`config.mk`:
```
export PLATFORM = sky130hd
export DESIGN_NAME = pwm_multi
export DESIGN_NICKNAME = d
export VERILOG_FILES = /design/src/rtl/pwm_multi.sv
export SDC_FILE = /design/constraint.sdc
export NUM_CORES = 1
export LEC_CHECK = 0
export CAP_MARGIN = 20
export CORE_ASPECT_RATIO = 1.75
export CORE_MARGIN = 8
export CORE_UTILIZATION = 65
export DETAILED_ROUTE_END_ITERATION = 7
export PLACE_DENSITY = 0.85
export SLEW_MARGIN = 20
export SYNTH_ARGS = -nofsm -noshare
export SYNTH_HDL_FRONTEND = slang
export SYNTH_SLANG_ARGS = --single-unit
export TNS_END_PERCENT = 20
```
`constraint.sdc`:
```
create_clock -name clk -period 13.6 [get_ports clk]
set_clock_uncertainty 0.05 [all_clocks]
set_input_delay 2.04 -clock clk [delete_from_list [all_inputs] [get_ports clk]]
set_output_delay 2.04 -clock clk [all_outputs]
set_load 0.01 [all_outputs]
```
`src/rtl/pwm_multi.sv`:
```
// pwm_multi: multi-channel PWM driven by one shared period counter.
// Each channel has its own on-count. The block runs edge-aligned or
// center-aligned, and period/active updates are double-buffered so they only
// take effect at a full-cycle boundary.
//
// Ports:
//   clk, reset      rising-edge clock, synchronous active-high reset
//   start           pulse; IDLE -> RUN when period != 0 (captures settings)
//   stop            pulse; RUN -> IDLE (priority over start/load)
//   load            pulse; buffers period/active for the next cycle boundary
//   center_mode     0 = edge-aligned, 1 = center-aligned (sampled on start)
//   period          period (edge) or half-period (center), in clocks
//   active          per-channel on-count, channel i = active[i*WIDTH +: WIDTH]
//   pwm_out         registered PWM outputs
//   running         high while in RUN
//   period_tick     pulse in the last cycle of each full PWM cycle
//   load_ack        pulse in the cycle a buffered update is applied
module pwm_multi #(
    parameter int unsigned WIDTH    = 16,
    parameter int unsigned CHANNELS = 4
) (
    input  logic                      clk,
    input  logic                      reset,
    input  logic                      start,
    input  logic                      stop,
    input  logic                      load,
    input  logic                      center_mode,
    input  logic [WIDTH-1:0]          period,
    input  logic [CHANNELS*WIDTH-1:0] active,
    output logic [CHANNELS-1:0]       pwm_out,
    output logic                      running,
    output logic                      period_tick,
    output logic                      load_ack
);

    localparam int unsigned AW = CHANNELS * WIDTH;

    typedef enum logic {
        IDLE = 1'b0,
        RUN  = 1'b1
    } state_t;

    state_t               state, state_nx;
    logic [WIDTH-1:0]     cnt, cnt_nx;
    logic                 down, down_nx;
    logic                 pending, pending_nx;
    logic                 work_center, work_center_nx;
    logic [WIDTH-1:0]     work_period, work_period_nx;
    logic [AW-1:0]        work_active, work_active_nx;
    logic [WIDTH-1:0]     shadow_period, shadow_period_nx;
    logic [AW-1:0]        shadow_active, shadow_active_nx;
    logic [CHANNELS-1:0]  pwm_nx;
    logic                 tick_nx;
    logic                 ack_nx;
    logic                 at_end;

    // Channel compare. Center mode saturates so that p - a cannot underflow.
    function automatic logic chan_on(input logic [WIDTH-1:0] c,
                                     input logic [WIDTH-1:0] p,
                                     input logic [WIDTH-1:0] a,
                                     input logic             ctr);
        logic on;
        if (!ctr) begin
            on = (c < a);
        end else if (a >= p) begin
            on = 1'b1;
        end else begin
            on = (c >= (p - a));
        end
        return on;
    endfunction

    // Next-state, counter, buffering and output decode.
    // Outputs are registered from the next-cycle values, so they line up
    // with the counter value they describe.
    always_comb begin
        state_nx         = state;
        cnt_nx           = cnt;
        down_nx          = down;
        pending_nx       = pending;
        work_center_nx   = work_center;
        work_period_nx   = work_period;
        work_active_nx   = work_active;
        shadow_period_nx = shadow_period;
        shadow_active_nx = shadow_active;
        pwm_nx           = '0;
        tick_nx          = 1'b0;
        ack_nx           = 1'b0;

        // Last cycle of a full PWM cycle in the current working setup.
        at_end = work_center ? (down && (cnt == '0))
                             : (cnt == (work_period - WIDTH'(1)));

        case (state)
            IDLE: begin
                if (start && (period != '0)) begin
                    state_nx       = RUN;
                    cnt_nx         = '0;
                    down_nx        = 1'b0;
                    work_period_nx = period;
                    work_active_nx = active;
                    work_center_nx = center_mode;
                end
            end
            RUN: begin
                if (stop) begin
                    state_nx = IDLE;
                    cnt_nx   = '0;
                    down_nx  = 1'b0;
                end else begin
                    if (at_end) begin
                        cnt_nx  = '0;
                        down_nx = 1'b0;
                        if (pending) begin
                            work_period_nx = shadow_period;
                            work_active_nx = shadow_active;
                            pending_nx     = 1'b0;
                        end
                    end else if (!work_center) begin
                        cnt_nx = cnt + WIDTH'(1);
                    end else if (!down) begin
                        // Top value is held for a second cycle on the turn.
                        if (cnt == (work_period - WIDTH'(1))) begin
                            down_nx = 1'b1;
                        end else begin
                            cnt_nx = cnt + WIDTH'(1);
                        end
                    end else begin
                        cnt_nx = cnt - WIDTH'(1);
                    end

                    // Shadow capture after the boundary apply: a load in the
                    // boundary cycle is kept for the following boundary.
                    if (load && (period != '0)) begin
                        shadow_period_nx = period;
                        shadow_active_nx = active;
                        pending_nx       = 1'b1;
                    end
                end
            end
            default: state_nx = IDLE;
        endcase

        if (state_nx == RUN) begin
            for (int i = 0; i < int'(CHANNELS); i++) begin
                pwm_nx[i] = chan_on(cnt_nx, work_period_nx,
                                    work_active_nx[i*WIDTH +: WIDTH],
                                    work_center_nx);
            end
            tick_nx = work_center_nx ? (down_nx && (cnt_nx == '0))
                                     : (cnt_nx == (work_period_nx - WIDTH'(1)));
            ack_nx  = tick_nx && pending_nx;
        end
    end

    // State, working/shadow registers and registered outputs.
    always_ff @(posedge clk) begin
        if (reset) begin
            state         <= IDLE;
            cnt           <= '0;
            down          <= 1'b0;
            pending       <= 1'b0;
            work_center   <= 1'b0;
            work_period   <= '0;
            work_active   <= '0;
            shadow_period <= '0;
            shadow_active <= '0;
            pwm_out       <= '0;
            running       <= 1'b0;
            period_tick   <= 1'b0;
            load_ack      <= 1'b0;
        end else begin
            state         <= state_nx;
            cnt           <= cnt_nx;
            down          <= down_nx;
            pending       <= pending_nx;
            work_center   <= work_center_nx;
            work_period   <= work_period_nx;
            work_active   <= work_active_nx;
            shadow_period <= shadow_period_nx;
            shadow_active <= shadow_active_nx;
            pwm_out       <= pwm_nx;
            running       <= (state_nx == RUN);
            period_tick   <= tick_nx;
            load_ack      <= ack_nx;
        end
    end

endmodule
```
After elaboration in Yosys (flattened, before gate mapping)
Cells that the tools add are included. Widths: inputs -> output; s select.

Add/sub/neg operators: 8. $mul: 0. Divide/modulo/power cells: 0. Order comparisons: 12. Equality and inequality tests: 2. Shifts and indexed selects: 0. Mux-type cells: 43. Bitwise gates (word level): 3. Reduce and logical (&&, ||, !) cells: 10.

Operators by type and width (number): $mux 64 (4); $mux 16 (10); $ge 16x16->1 (8); $pmux 64 s2 (1); $lt 16x16->1 (4); $pmux 16 s2 (2); $sub 16x16->16 (4); $sub 16x1->16 const B (3); $eq 16x16->1 (2); $logic_not 16->1 (2); $mux 1 (24); $add 16x1->16 const B (1); $reduce_bool 16->1 (1); $logic_and 1x1->1 (5); $pmux 1 s2 (2); $not 1->1 (3); $reduce_and 3->1 (1); $reduce_or 2->1 (1).

Register bits: 186. Bits in latches: 0. Memory bits (writable): 0. Bits in read-only memories: 0. Output and inout port bits: 7. Logic and storage cells: 90. Memories kept: 0.

Depth between registers and ports, before layout
Gate-level depths: netlist of run 1.

Word-level depth: 12. Mapped depth: 32.

Worst setup path after synthesis of run 1
OpenSTA, ideal clock, no wires.

Path kind: input to register. Start: in period[4]. End: reg pwm_out[0]. Setup time: 127 ps. Arrival: 7992 ps. Required time: 13423 ps. Slack: 5431 ps. Stages on the path: 26. Buffers on the path: 5. Cell sequence: nor4_1 -> a41oi_1 -> clkbuf_1 -> buf_1 -> clkbuf_1 -> clkbuf_1 -> clkbuf_1 -> mux2_2 -> o21ai_0 -> inv_1 -> fa_1 -> maj3_1 -> maj3_1 -> maj3_1 -> o21ai_1 -> xnor2_1 -> ha_1 -> a21o_1 -> a21o_1 -> a21o_1 -> a21o_1 -> a21oi_1 -> o21ai_0 -> o211ai_1 -> and3_1 -> o31ai_1.

Word-level cells in the longest chain between the ends: 8. Elaborated cells between the ends (all ways): 20. Those cells by class: add/sub (1); order compare (3); mux (12); bitwise (1); reduce/logical (3).

Ends and longest elaborated chain: start: declaration (line 28) `input logic [WIDTH-1:0] period,`; $reduce_bool 16->1 * (line 96) `if (start && (period != '0)) begin`; $logic_and 1x1->1 * (line 96); $mux 64 * (line 96); $pmux 64 s2 * (line 94) `case (state)`; via work_active_nx[1] (line 49) `logic [AW-1:0] work_active, work_active_nx;`; $sub 16x16->16 (line 68) `on = (c >= (p - a));`; $ge 16x16->1 (line 68); $mux 1 (line 65) `end else if (a >= p) begin`; $mux 1 * (line 63) `if (!ctr) begin`; end signal: assignment (line 182) `pwm_out <= pwm_nx;`; end: declaration (line 30) `output logic [CHANNELS-1:0] pwm_out,`.

Mark *: on every way through the listed nets, which the timed path passes. The rest lies on a longest branch. A chain may end at the register's enable or synchronous reset.

Worst setup path after layout of run 1
Start: in period[0]. End: reg pwm_out[1].

Word-level cells in the longest chain between the ends: 8. Elaborated cells between the ends (all ways): 20. Those cells by class: add/sub (1); order compare (3); mux (12); bitwise (1); reduce/logical (3).

Ends and longest elaborated chain (line): $reduce_bool 16->1 (96); $logic_and 1x1->1 (96); $mux 16 / $mux 64 (equally long branches) (96); $pmux 16 s2 / $pmux 64 s2 (equally long branches) (94); $sub 16x16->16 (68); $ge 16x16->1 (68); $mux 1 (65); $mux 1 (63).

Parallel ways exist; a longest one is shown, timed or not.

==> results.json, run 1 <==
{
  "outcome": "complete, no violations",
  "cts.sinks": 186,
  "p_leak_nw": 7.18,
  "grt_pass1_vias": 16200,
  "drv_slew": 0,
  "synth.cell_area_sq_um": 15800,
  "worst_skew_pair.late_latency_ns": 0.46,
  "synth_top_flop_cell": "dfxtp_1",
  "syn_avg_cell_area_sq_um": 7.79,
  "area_delta_synth_final_pct": 11.1,
  "coreArea_sq_um": 23900,
  "setup_viol": 0,
  "place_ws_ns": 4.55,
  "synthDistinctLibCells": 89,
  "rows": 75,
  "ys_ff_latch": 186,
  "synth_top_area_share_pct": 23.6,
  "dpl_cell_area_sq_um": 16900,
  "ant_nets": 0,
  "post_cts_buffers": 0,
  "max_stage_delay_ns": 0.66,
  "grt_usage_pct": 38.6,
  "routed_wirelength_um": 58000,
  "wire_per_inst_um": 24.4,
  "final_util_pct": 73.2,
  "worstPathMaxFanout": 20,
  "hold_buffers": 0,
  "clockRootBuffer": "clkbuf_16",
  "dieArea_sq_um": 29700,
  "ys_warn_count": 0,
  "first_pass_iters": 6,
  "start_util_pct": 65.9,
  "synth_edf_count": 0,
  "yosysSeqAreaShare_pct": 23.6,
  "synth_nets": 2280,
  "critical_path_class": "input port to flip-flop",
  "io_pins": 93,
  "slew_headroom_pct": 23.0,
  "yosys.area.top_type": "dfxtp_1",
  "p_per_area_nw_per_um2": 112,
  "die_h_um": 222,
  "crit_path_frequent_cell": "a21oi_1",
  "synth.most_common_cell": "nand2_1",
  "nNetsFinal": 2315,
  "avgViaCountPerCell": 6.76,
  "cts_buffer_depth": 2,
  "hold_path_class": "flip-flop to flip-flop",
  "drive_above_1_share_pct": 8.45,
  "rsz0062_at_grt": "false",
  "drc": 0,
  "crit_chain": "clkdlybuf4s50_1 > nor4_1 > a41oi_4 > buf_4 > nor2_1 > nor2_1 > a22o_1 > a311o_4 > inv_1 > xnor2_1 > ha_1 > a21oi_1 > maj3_1 > o21ai_1 > a21oi_1 > a21oi_1 > a311oi_1 > a21oi_1 > xnor2_1 > ha_1 > a21o_1 > a211o_1 > a211oi_1 > a21oi_1",
  "grt_max_degree": 111,
  "drtIter0Drc": 1273,
  "cap_violations": 0,
  "cp.arrival_ns": 8.99,
  "critPathCaptureType": "flip-flop",
  "overflow": 0,
  "hold_viol": 0,
  "diodes": 0,
  "cts_max_level": 4,
  "vdd_drop_max_mv": 0.129,
  "worst_pin_slew_ns": 1.14,
  "startpoint_type": "input port",
  "cts.repair.resized": 0,
  "grt_pass1_wl_um": 89100,
  "fin_crit_ns": 8.69,
  "netlist_top_cells_count": "295 x nand2_1, 190 x a21oi_1, 186 x dfxtp_1",
  "vias": 16100,
  "numCtsBuffers": 17,
  "netlist_top_cells_area": "dfxtp_1 24%, ha_1 13%, nand2_1 7.0%",
  "cts_tree": "built",
  "clock.fmax_mhz": 115,
  "async_reset_ff_share_pct": 0,
  "setup_ws_ns": 4.91,
  "setup_tns_ns": 0,
  "syn_inst": 2024,
  "die_x_um": 134,
  "cpMaxStageDelayCell": "nor2_1",
  "hpwl_um": 42600,
  "cts.clk_slew.worst_paths_ns": 0.08,
  "worstPathRequired_ns": 13.90,
  "gp_congestion": 1.00,
  "antenna_found_initial": 0,
  "io_buffer_count": 92,
  "finalCritPeriodShare_pct": 63.9,
  "design_area_sq_um": 17500
}
-- routing by layer --
metal  track usage, %  part of all wire [%]  up-vias
met5                0                     0        -
met4             37.1                    10        0
met3             9.01                   7.2      331
met2             65.9                    49      817
met1             37.2                    33     7558
li1                 -                     -     7382
-- kinds of logic (layout without fill, tap and decap cells) --
family | after synthesis | count (layout) | synth area share, %
buf+inv | 166 | 214 | 4.25
simple gates | 710 | 710 | 21.6
xor+xnor | 98 | 98 | 5.44
flops | 186 | 186 | 23.6
fa+ha+maj | 192 | 192 | 15.0
mux | 102 | 102 | 6.84
compound gates | 570 | 570 | 23.2
-- report_power, final --
group	internal [W]	switching, W	total (W)
registers	0.000573	0.0000304	0.000603
logic	0.000344	0.000488	0.000832
clock network	0.000263	0.000255	0.000518
-- placed cells by master (no fill, tap or decap), types with 31 or more instances in the layout --
master           netlist  layout
nand2_1              295     295
a21oi_1              190     189
dfxtp_1              186     185
ha_1                 167     167
nor2_1               144     142
o21ai_0              121     119
clkdlybuf4s50_1        0      91
xnor2_1               66      66
inv_1                 59      59
a21o_1                59      59
mux2i_1               56      56
mux2_2                46      46
nor2b_1               44      44
nand3_1               41      40
xor2_1                32      32
nor3_1                32      32
buf_4                  2      31
-- worst max-delay path, delay by kind of cell --
| family | cells | cell delay, ns |
|---|---|---|
| AO/OA/AOI/OAI | 13 | 3.14 |
| XOR/XNOR | 2 | 0.34 |
| adder cells (fa/ha/maj) | 3 | 0.78 |
| buffers and inverters | 3 | 1.11 |
| AND/OR/NAND/NOR | 3 | 1.58 |
-- final timing paths --
path | start | end | slack (ns) | depth (start not counted)
max | period[0] | pwm_out[1]$_SDFF_PP0_ | 4.91 | 24
max reg2reg | work_period[0]$_SDFF_PP0_ | pwm_out[2]$_SDFF_PP0_ | 5.42 | 26
min reg2reg | shadow_active[10]$_SDFFE_PP0P_ | shadow_active[10]$_SDFFE_PP0P_ | 0.41 | 2
min | shadow_active[10]$_SDFFE_PP0P_ | shadow_active[10]$_SDFFE_PP0P_ | 0.41 | 2
-- state kept, by name, indices dropped and copies added, names as in the netlist --
name and count:
shadow_period 16, cnt 16, work_period 16, load_ack 1, work_center 1, shadow_active 64, down 1, pending 1
period_tick 1, pwm_out 4, state 1, work_active 64
-- area by class of cell --
cell class	count	area (sq um)
clock buffer	18	429
clock inverter	14	173
fill	1885	6410
inverter	59	221
multi-input combinational	1672	11400
sequential	186	3730
tap	308	385
timing repair buffer	123	1150
-- through the flow --
step	power, W	hold WS, ns	std cells
6_report	0.00195	0.407	2380
5_1_grt	0.00205	0.426	2380
4_1_cts	0.00193	0.407	2380
3_5_place_dp	0.00142	0.396	2348
3_3_place_gp	0.00139	0.391	2348
2_1_floorplan	0.00118	0.382	2024
No activity file was read; power rests on OpenSTA's default activity.
==> inputs of run 2 (changes only) <==
CORE_UTILIZATION = 56   (was 65)
PLACE_DENSITY = 0.78   (was 0.85)
clock period = 7.9 ns   (was 13.6 ns; I/O delays follow)
==> run 2 against run 1 <==
Against the previous run:
- final area is 1.1% higher
- sequential cell count unchanged
- total power increased by 72%
- wire length decreased by 1.6%
- largest cell class unchanged
- via count fell by 1.6%
- setup slack worse by 4.6 ns
==> results.json, run 2 (synthesis gave the netlist of run 1 again) <==
{
  "outcome": "complete, no violations",
  "grtUsageMet1_pct": 33.5,
  "rsz0062_at_grt": "false",
  "io_pins": 93,
  "p_clk_share_pct": 27.1,
  "finalCritPeriodShare_pct": 95.7,
  "post_cts_buffers": 0,
  "nNetsFinal": 2334,
  "p_sw_w": 0.00132,
  "start_util_pct": 56.6,
  "cap_violations": 0,
  "routed_wirelength_um": 57100,
  "die_x_um": 143,
  "diodes": 0,
  "dpl_cell_area_sq_um": 17100,
  "busiest_layer": "met2",
  "die_h_um": 238,
  "cts_max_level": 4,
  "max_stage_delay_ns": 0.86,
  "drc": 0,
  "cpMaxStageDelayCell": "a31oi_1",
  "overflow": 0,
  "fin_crit_ns": 7.56,
  "worst_skew_pair.late_latency_ns": 0.47,
  "rows": 81,
  "largestRegisters": "shadow_active (64), work_active (64)",
  "cts_buffer_depth": 2,
  "cts.repair.resized": 0,
  "grt_usage_pct": 33.5,
  "critical_path_class": "flip-flop to flip-flop",
  "cts.clk_slew.worst_paths_ns": 0.08,
  "design_area_sq_um": 17700,
  "first_pass_iters": 6,
  "avgViaCountPerCell": 6.43,
  "dieArea_sq_um": 34000,
  "vdd_drop_max_mv": 0.185,
  "rr_startpoint": "work_period[5]$_SDFF_PP0_",
  "power_frac_seq_pct": 30.9,
  "place_ws_ns": 0.497,
  "setup_ws_ns": 0.340,
  "hold_viol": 0,
  "clockRootBuffer": "clkbuf_16",
  "switching_share_pct": 39.3,
  "layout_commonest_cell": "nand2_1",
  "crit_path_frequent_cell": "a21oi_1",
  "vias": 15800,
  "cp.arrival_ns": 7.86,
  "combPwrFrac_pct": 42.0,
  "layout_common_cells": "295 x nand2_1, 189 x a21oi_1, 185 x dfxtp_1",
  "fill_cells": 2466,
  "setup_tns_ns": 0,
  "antenna_found_initial": 0,
  "worstPathRequired_ns": 8.20,
  "slew_headroom_pct": 24.7,
  "drive_above_1_share_pct": 9.04,
  "cts_tree": "built",
  "p_per_area_nw_per_um2": 189,
  "numCtsBuffers": 17,
  "regToRegSetupSlack_ns": 0.34,
  "setup_viol": 0,
  "worstPathMaxFanout": 11,
  "grt_pass1_wl_um": 87300,
  "crit_start": "work_period[5]$_SDFF_PP0_",
  "wire_per_inst_um": 23.2,
  "coreArea_sq_um": 27900,
  "hold_path_class": "flip-flop to flip-flop",
  "worst_pin_slew_ns": 1.10,
  "gp_congestion": 1.01,
  "clock.fmax_mhz": 132,
  "grt_max_degree": 101,
  "drtIter0Drc": 1339,
  "grt_util_met3_pct": 7.70,
  "startpoint_type": "flip-flop",
  "grt_use_met2_pct": 56.7,
  "critPathCaptureType": "flip-flop",
  "drv_slew": 0,
  "cts.sinks": 186,
  "area_delta_synth_final_pct": 12.4,
  "min_from": "shadow_active[43]$_SDFFE_PP0P_",
  "io_buffer_count": 92,
  "p_leak_nw": 7.28,
  "internal_power_w": 0.00203,
  "ant_nets": 0,
  "hold_buffers": 0,
  "grt_pass1_vias": 15600,
  "hpwl_um": 42800
}
## run 2: cell count changes in the layout (fill, tap and decap cells not counted), moves of 2 or more
cell | before | now
nor2_2 | 3 | 1
clkinvlp_4 | 3 | 0
nor2_1 | 142 | 144
clkinv_4 | 0 | 2
buf_4 | 31 | 50
## run 2: metal layers
metal,vias to the layer above,share of wire [%]
li1,7397,-
met5,-,0
met2,715,48
met3,294,7.1
met4,0,10
met1,7432,34
## run 2: cell type report
type,instances,area (sq um),area share [%]
multi-input cells,1672,11400,64.4
clock inverters,14,173,0.975
inverters,59,221,1.25
well taps,373,467,2.63
clock buffers,18,429,2.42
repair buffers,142,1300,7.32
flip-flops and latches,186,3730,21.0
## run 2: power groups by stage
stage	registers [W]	logic (W)	clock network, W
floorplan	0.00103	0.00101	0
global placement	0.00105	0.00133	0
detailed placement	0.00106	0.00137	0
CTS	0.00103	0.00138	0.000911
global route	0.00104	0.00155	0.000943
finish	0.00104	0.00141	0.000907
## run 2: worst paths after layout
check	cells after the start	endpoint
max reg2reg	25	pwm_out[1]$_SDFF_PP0_
max	25	pwm_out[1]$_SDFF_PP0_
min	2	shadow_active[43]$_SDFFE_PP0P_
min reg2reg	2	shadow_active[43]$_SDFFE_PP0P_
## run 2: through the flow
step,util (%),std cells,hold slack (ns),power (W)
2_1_floorplan,-,2024,0.382,0.00204
3_3_place_gp,61.4,2432,0.391,0.00239
3_5_place_dp,61.4,2432,0.396,0.00243
4_1_cts,63.6,2464,0.407,0.00333
5_1_grt,63.6,2464,0.422,0.00354
6_report,63.6,2464,0.407,0.00335
## run 2: worst max-delay path: cells and delay by family, from the launching register on
family,cells,cell delay [ns]
compound gates,14,3.85
buf+inv,2,0.32
flops,1,0.49
fa+ha+maj,4,1.03
xor+xnor,1,0.16
simple gates,4,1.51
